===== config.mk =====
export PLATFORM = sky130hd
export DESIGN_NAME = float_hist
export DESIGN_NICKNAME = d
export VERILOG_FILES = /design/src/rtl/float_hist.sv
export SDC_FILE = /design/constraint.sdc
export NUM_CORES = 1
export LEC_CHECK = 0
export BUFFER_PORTS_ARGS = -buffer_cell sky130_fd_sc_hd__buf_2
export CORE_MARGIN = 1.5
export CORE_UTILIZATION = 56
export CTS_BUF_LIST = sky130_fd_sc_hd__clkbuf_4
export CTS_CLUSTER_DIAMETER = 200
export DETAILED_ROUTE_END_ITERATION = 16
export GPL_TIMING_DRIVEN = 1
export PLACE_DENSITY_LB_ADDON = 0.3
export SLEW_MARGIN = 10
export SYNTH_ARGS = -nofsm -noshare
export SYNTH_HDL_FRONTEND = slang
export SYNTH_SLANG_ARGS = --single-unit
export TNS_END_PERCENT = 100

===== constraint.sdc =====
create_clock -name clk -period 2.7 [get_ports clk]
set_input_delay 0.135 -clock clk [delete_from_list [all_inputs] [get_ports clk]]
set_output_delay 0.135 -clock clk [all_outputs]
set_load 0.05 [all_outputs]

===== src/rtl/float_hist.sv =====
// -----------------------------------------------------------------------------
// float_hist
//
// Operand history and float formatter for the MCAC adaptive predictor. It sits
// just ahead of the floating multiply-accumulate stage.
//
// Each accepted update converts two values to the 11-bit G.726 float format
// {sign, exp[3:0], mant[5:0]}:
//   - the quantized difference DQ, in sign-magnitude form
//   - the reconstructed signal SR, in two's complement form
// The converted values are pushed into a DQ_TAPS-deep DQ history and an
// SR_TAPS-deep SR history. On start, all operands are streamed out newest
// first over a valid/ready handshake: DQ1..DQ6 first, then SR1..SR2.
//
// Ports
//   clk        system clock
//   reset      asynchronous, active-high reset
//   upd        push dq_in / sr_in into the histories (honoured only in IDLE)
//   dq_in      DQ, bit 15 sign, [14:0] magnitude
//   sr_in      SR, two's complement
//   start      begin an operand stream (honoured only in IDLE)
//   out_valid  operand valid
//   out_ready  downstream accepts the operand
//   out_idx    operand index 0..7
//   out_float  operand in float format (0 when out_valid is low)
//   out_last   high together with the final operand index
//   busy       stream in progress
//   upd_err    sticky flag: upd arrived while streaming; cleared only by reset
//   scan_in0   test scan data in
//   scan_en    test scan enable
//   scan_out0  test scan data out (0 whenever scan_en is low)
//   out_par    even parity (XOR) of out_float; present only with
//              FLOAT_HIST_PARITY_EN
//
// Build option
//   FLOAT_HIST_PARITY_EN  adds the out_par output
// -----------------------------------------------------------------------------
module float_hist #(
    parameter int          DQ_TAPS   = 6,
    parameter int          SR_TAPS   = 2,
    parameter logic [10:0] RST_FLOAT = 11'h020
) (
    input  logic        clk,
    input  logic        reset,
    input  logic        upd,
    input  logic [15:0] dq_in,
    input  logic [15:0] sr_in,
    input  logic        start,
    output logic        out_valid,
    input  logic        out_ready,
    output logic [2:0]  out_idx,
    output logic [10:0] out_float,
    output logic        out_last,
    output logic        busy,
    output logic        upd_err,
    input  logic        scan_in0,
    input  logic        scan_en,
`ifdef FLOAT_HIST_PARITY_EN
    output logic        out_par,
`endif
    output logic        scan_out0
);

    localparam int         NUM_OPS  = DQ_TAPS + SR_TAPS;
    localparam logic [2:0] LAST_IDX = 3'(NUM_OPS - 1);

    typedef enum logic {
        IDLE   = 1'b0,
        STREAM = 1'b1
    } state_t;

    // -------------------------------------------------------------------------
    // Float encoder.
    // The exponent is the bit position of the leading one plus 1.
    // Shifting the magnitude left by 6 and then right by the exponent leaves
    // the leading one at mantissa bit 5, so the 6-bit mantissa is normalised.
    // A zero magnitude has no leading one; it takes exponent 0 and the
    // canonical mantissa 32.
    // -------------------------------------------------------------------------
    function automatic logic [10:0] float_enc(input logic sgn, input logic [14:0] mag);
        logic [3:0]  e;
        logic [20:0] sh;
        logic [5:0]  m;
        e = 4'd0;
        for (int i = 0; i < 15; i++) begin
            if (mag[i]) e = 4'(i + 1);
        end
        sh = {mag, 6'b000000} >> e;
        m  = (mag == 15'd0) ? 6'd32 : sh[5:0];
        return {sgn, e, m};
    endfunction

    // -------------------------------------------------------------------------
    // SR magnitude.
    // A negative SR is negated modulo 2^16 and then truncated to 15 bits.
    // This sends 0x8000 to magnitude 0 with the sign kept, which encodes as
    // 11'h420.
    // -------------------------------------------------------------------------
    function automatic logic [14:0] sr_mag(input logic [15:0] sr);
        logic [15:0] neg;
        neg = 16'(~sr + 16'd1);
        return sr[15] ? neg[14:0] : sr[14:0];
    endfunction

    // Registers
    state_t      state_q, state_d;
    logic [2:0]  idx_q, idx_d;
    logic        upd_err_q;
    logic [10:0] dq_hist [DQ_TAPS];
    logic [10:0] sr_hist [SR_TAPS];

    // Control strobes from the next-state logic
    logic        hist_we;
    logic        err_set;

    // Combinational conversion of the incoming samples
    logic [10:0] dq_float;
    logic [10:0] sr_float;
    logic [10:0] op_sel;

    assign dq_float = float_enc(dq_in[15], dq_in[14:0]);
    assign sr_float = float_enc(sr_in[15], sr_mag(sr_in));

    // -------------------------------------------------------------------------
    // FSM: state register
    // -------------------------------------------------------------------------
    always_ff @(posedge clk or posedge reset) begin
        if (reset) begin
            state_q <= IDLE;
            idx_q   <= 3'd0;
        end else begin
            state_q <= state_d;
            idx_q   <= idx_d;
        end
    end

    // -------------------------------------------------------------------------
    // FSM: next state, index advance and history/error strobes
    //
    // The history may only shift in IDLE. This keeps every operand of a
    // stream, including stalled ones, stable until the stream is done.
    // An upd that arrives while streaming is dropped and flagged instead.
    // -------------------------------------------------------------------------
    always_comb begin
        state_d = state_q;
        idx_d   = idx_q;
        hist_we = 1'b0;
        err_set = 1'b0;
        case (state_q)
            IDLE: begin
                hist_we = upd;
                if (start) begin
                    state_d = STREAM;
                    idx_d   = 3'd0;
                end
            end
            STREAM: begin
                err_set = upd;
                if (out_ready) begin
                    if (idx_q == LAST_IDX) begin
                        state_d = IDLE;
                        idx_d   = 3'd0;
                    end else begin
                        idx_d = idx_q + 3'd1;
                    end
                end
            end
            default: begin
                state_d = IDLE;
                idx_d   = 3'd0;
            end
        endcase
    end

    // -------------------------------------------------------------------------
    // Sticky update-error flag
    // -------------------------------------------------------------------------
    always_ff @(posedge clk or posedge reset) begin
        if (reset) begin
            upd_err_q <= 1'b0;
        end else if (err_set) begin
            upd_err_q <= 1'b1;
        end
    end

    // -------------------------------------------------------------------------
    // Histories.
    // Entry 1 is array element 0. On an update the newest float enters
    // element 0 and the oldest element drops off the end.
    // If upd and start fall in the same IDLE cycle, the shift happens at that
    // edge, so the stream that follows reads the updated history.
    // -------------------------------------------------------------------------
    always_ff @(posedge clk or posedge reset) begin
        if (reset) begin
            for (int i = 0; i < DQ_TAPS; i++) dq_hist[i] <= RST_FLOAT;
        end else if (hist_we) begin
            dq_hist[0] <= dq_float;
            for (int i = 1; i < DQ_TAPS; i++) dq_hist[i] <= dq_hist[i-1];
        end
    end

    always_ff @(posedge clk or posedge reset) begin
        if (reset) begin
            for (int i = 0; i < SR_TAPS; i++) sr_hist[i] <= RST_FLOAT;
        end else if (hist_we) begin
            sr_hist[0] <= sr_float;
            for (int i = 1; i < SR_TAPS; i++) sr_hist[i] <= sr_hist[i-1];
        end
    end

    // -------------------------------------------------------------------------
    // Operand select.
    // Indices below DQ_TAPS read the DQ history; the rest read the SR history.
    // The select is a compare per entry, so an index outside the range yields
    // zero instead of an out-of-bounds access.
    // -------------------------------------------------------------------------
    always_comb begin
        op_sel = 11'd0;
        for (int i = 0; i < DQ_TAPS; i++) begin
            if (idx_q == 3'(i)) op_sel = dq_hist[i];
        end
        for (int j = 0; j < SR_TAPS; j++) begin
            if (idx_q == 3'(DQ_TAPS + j)) op_sel = sr_hist[j];
        end
    end

    // -------------------------------------------------------------------------
    // Outputs.
    // Every output is decoded from registered state, so out_float and out_idx
    // hold while the stream is stalled. out_float is forced to zero outside a
    // stream, so the bus stays quiet when no operand is offered.
    // -------------------------------------------------------------------------
    assign out_valid = (state_q == STREAM);
    assign busy      = (state_q == STREAM);
    assign out_idx   = idx_q;
    assign out_float = out_valid ? op_sel : 11'd0;
    assign out_last  = out_valid && (idx_q == LAST_IDX);
    assign upd_err   = upd_err_q;

    // Scan output is gated by scan_en; the chain itself is stitched at synthesis.
    assign scan_out0 = scan_en & scan_in0;

`ifdef FLOAT_HIST_PARITY_EN
    assign out_par = ^out_float;
`endif

endmodule

==> flow_summary_export.csv <==
group,metric,value,unit
run_status,status,"finished with violations",
run_status,violations,"negative setup slack",
global_routing,grt_pass1_wl,28.7,mm
cells_and_area,final_cell_area,7720,um2
hold_path,worstHoldStart,"start",
global_routing,grt_pass1_vias,6112,
worst_setup_path,critPathKind,"flip-flop to output port",
yosys,ys_seq_area_share,36.7,%
worst_setup_path,crit_arrival,2.89,ns
global_routing,antenna_found_initial,1,
clock_network,cts.path.max_buffers,2,
placed_design,portBuffers,57,
floorplanning,initial_core_util,58.0,%
worst_setup_path,crit_fanout,6,
clock_network,path_clk_slew,0.13,ns
hold_path,hp-class,"primary input to flip-flop",
clock_network,clk_latency,0.45,ns
cells_and_area,final_core_util,70.3,%
floorplanning,core_area,11000,um2
worst_setup_path,endpoint,"out_float[5]",
timing,slew_viol_final,0,
timing,hold_violations,0,
global_routing,overflow,0,
yosys,netlist_area,6370,um2
yosys,async_reset_ff_share,100,%
global_routing,grt_max_degree,64,
floorplanning,rows,38,
timing,setup_tns,-2.49,ns
route,vias,6339,
worst_setup_path,r2r_cells,6,
route,ant_nets,0,
yosys,avgSynthCellArea,7.71,um2
route,drt_iter0_markers,626,
yosys,ys.flop_type,"dfrtp_1",
floorplanning,die_h,110,um
cells_and_area,area_growth_syn_to_layout,21.0,%
floorplanning,die-area,12000,um2
clock_network,cts_made_buffers,9,
yosys,syn_inst,827,
timing,fin_crit,3.03,ns
timing,holdWs,0.178,ns
clock_network,htree_levels,3,
timing,rsz0062_at_grt,"yes",
placed_design,place.gp.congestion,0.850,
global_routing,track_usage,30.4,%
timing,fin_skew,0.0181,ns
route,drc,0,
placed_design,place_area,7270,um2
route,avgRoutedWirePerCell,16.4,um
timing,period_share,112,%
floorplanning,ios,58,
placed_design,pre_cts_ws,-0.177,ns
yosys,synth_edf_count,0,
route,drt-total-wl,17.6,mm
placed_design,numPlacedInstances,1048,
job,max_cap_viol_count,0,
yosys,syn_nets,873,
clock_network,cts_sinks,93,
timing,setup_ws,-0.329,ns
timing,maxSlewHeadroom,46.1,%
pwr,p_leak,3.75,nW
worst_setup_path,end_kind,"output port",
worst_setup_path,worstPathRequired,2.57,ns
cells_and_area,fin_nets,975,
floorplanning,die_x,110,um
route,viasPerCell,5.90,
clock_network,cts_root_buf,"clkbuf_4",
worst_setup_path,regToRegSetupSlack,0.43,ns
worst_setup_path,start_kind,"flip-flop",
route,firstDrtPassIters,5,
placed_design,dp_hpwl,12.3,mm
clock_network,cts_tree,"built",
pwr,p_per_area,904,nW/um2
cells_and_area,final_cells,1075,
worst_setup_path,r2r-start,"out_idx[0]$_DFFE_PP0P_",
worst_setup_path,setup.worst_path.start,"out_idx[0]$_DFFE_PP0P_",
worst_setup_path,timing.rr.end,"busy$_DFF_PP0_",
yosys,synth-seq-cells,93,
timing,fmax,0.330,GHz
yosys,synthDistinctLibCells,77,
yosys,synth_warnings,0,
pwr,power,6.98,mW
cells_and_area,drive_gt1_share,24.7,%
timing,setup_viol_count_final,11,
pwr,irDropWorstVdd,1.10,mV
timing,tightest_slew,0.804,ns
## Yosys cell counts (4+ instances only)
cell type | n | area share (%)
dfstp_2 | 8 | 3.3
dfrtp_1 | 85 | 33
mux2_2 | 8 | 1.4
nand2_1 | 278 | 16
nor2b_1 | 7 | 0.69
nor2_1 | 49 | 2.9
xnor2_1 | 8 | 1.1
o31ai_1 | 5 | 0.59
o21ai_0 | 50 | 3.9
nor3_1 | 14 | 1.1
mux2i_1 | 32 | 5.0
a22oi_1 | 12 | 1.4
xor2_1 | 6 | 0.82
clkbuf_1 | 48 | 2.8
nand3_1 | 12 | 0.94
nor4_1 | 8 | 0.79
a21oi_1 | 38 | 3.0
and2_1 | 14 | 1.4
a31oi_1 | 7 | 0.69
a222oi_1 | 11 | 1.7
a211oi_1 | 5 | 0.59
a21o_1 | 6 | 0.71
nand2b_1 | 6 | 0.59
ha_1 | 7 | 1.4
nand4_1 | 7 | 0.69
inv_1 | 15 | 0.88
or3_1 | 4 | 0.39
## per-layer routing
| layer | share of wire [%] | vias up | GRT usage [%] | wire length (um) |
|---|---|---|---|---|
| met3 | 5.2 | 38 | 3.73 | 907 |
| met4 | 2.6 | 0 | 12.4 | 454 |
| met5 | 0 | - | 0 | 0 |
| met1 | 44 | 3026 | 39.0 | 7660 |
| met2 | 49 | 203 | 51.9 | 8560 |
| li1 | - | 3072 | - | - |
## power by group
group | total [mW] | internal, mW | switching [mW]
sequential | 2.32 | 1.91 | 0.415
clock | 0.747 | 0.306 | 0.441
combinational | 3.91 | 1.61 | 2.29
## cells by family (layout without fill, tap and decap cells)
family	count (synthesis)	in the layout	synth area share, %
fa+ha+maj	7	7	1.37
compound gates	181	181	19.9
other cells	0	1	0
simple gates	414	414	27.9
xor+xnor	17	17	2.69
flops	93	93	36.7
buf+inv	75	182	5.00
mux	40	40	6.44
## cells in the final DEF, fill, tap and decap left out, drive strengths merged, types with 3 or more instances in the layout
cell type and n:
a211oi 6, nor2b 7, a21o 6, nor3 15
mux2i 32, a21oi 39, and2 16, a32o 3
mux2 8, a31oi 8, xor2 6, or3 4
nand4 7, clkinv 4, ha 7, nand2b 6
dfstp 8, inv 15, buf 144, xnor2 11
nand2 278, or4 4, dlygate4sd3 5, a222oi 11
nor2 50, o221ai 3, o21ai 53, clkbuf 13
dfrtp 85, nor4 9, o22ai 3, nand3 13
o211ai 3, o41ai 4, o31ai 5, a22oi 12
## repair_timing
action,in CTS,in global routing
hold buffers,5,0
setup buffers,2,0
setup endpoints to repair,11,12
pin swaps,27,20
gates resized for setup,46,26
hold endpoints to repair,30,0
gates cloned,2,1
## registers in the layout (all words and copies together) (netlist names)
| register | flops |
|---|---|
| busy | 1 |
| upd_err | 1 |
| sr_hist | 22 |
| out_idx | 3 |
| dq_hist | 66 |
## critical path, cell delays in order, from the launching register on
cell and delay (ns):
dfrtp_2 0.47, inv_4 0.07, ha_4 0.16, nor3b_4 0.16, buf_6 0.14, a222oi_1 0.27, nor3_1 0.09, a21oi_1 0.20
a21oi_1 0.13, a22oi_1 0.26, o21ai_0 0.11, and2_2 0.21, buf_4 0.18
## how the worst min path moves through the flow
stage | endpoint | slack, ns | cells after the start
6_report | out_idx[0]$_DFFE_PP0P_ | 0.18 | 4
2_1_floorplan | dq_hist[65]$_DFFE_PP0P_ | 0.24 | 2
3_3_place_gp | dq_hist[32]$_DFFE_PP0P_ | 0.21 | 2
5_1_grt | out_idx[2]$_DFFE_PP0P_ | 0.19 | 4
4_1_cts | out_idx[1]$_DFFE_PP0P_ | 0.06 | 4
3_5_place_dp | dq_hist[32]$_DFFE_PP0P_ | 0.21 | 2
## cell type report
cell class | instances | area, um2
Fill cell | 874 | 3270
Sequential cell | 93 | 2340
Tap cell | 140 | 175
Timing Repair Buffer | 150 | 1120
Clock buffer | 12 | 90.1
Multi-Input combinational cell | 659 | 3880
Antenna cell | 1 | 2.50
Clock inverter | 4 | 41.3
Inverter | 16 | 63.8
(Power assumes the default switching activity.)
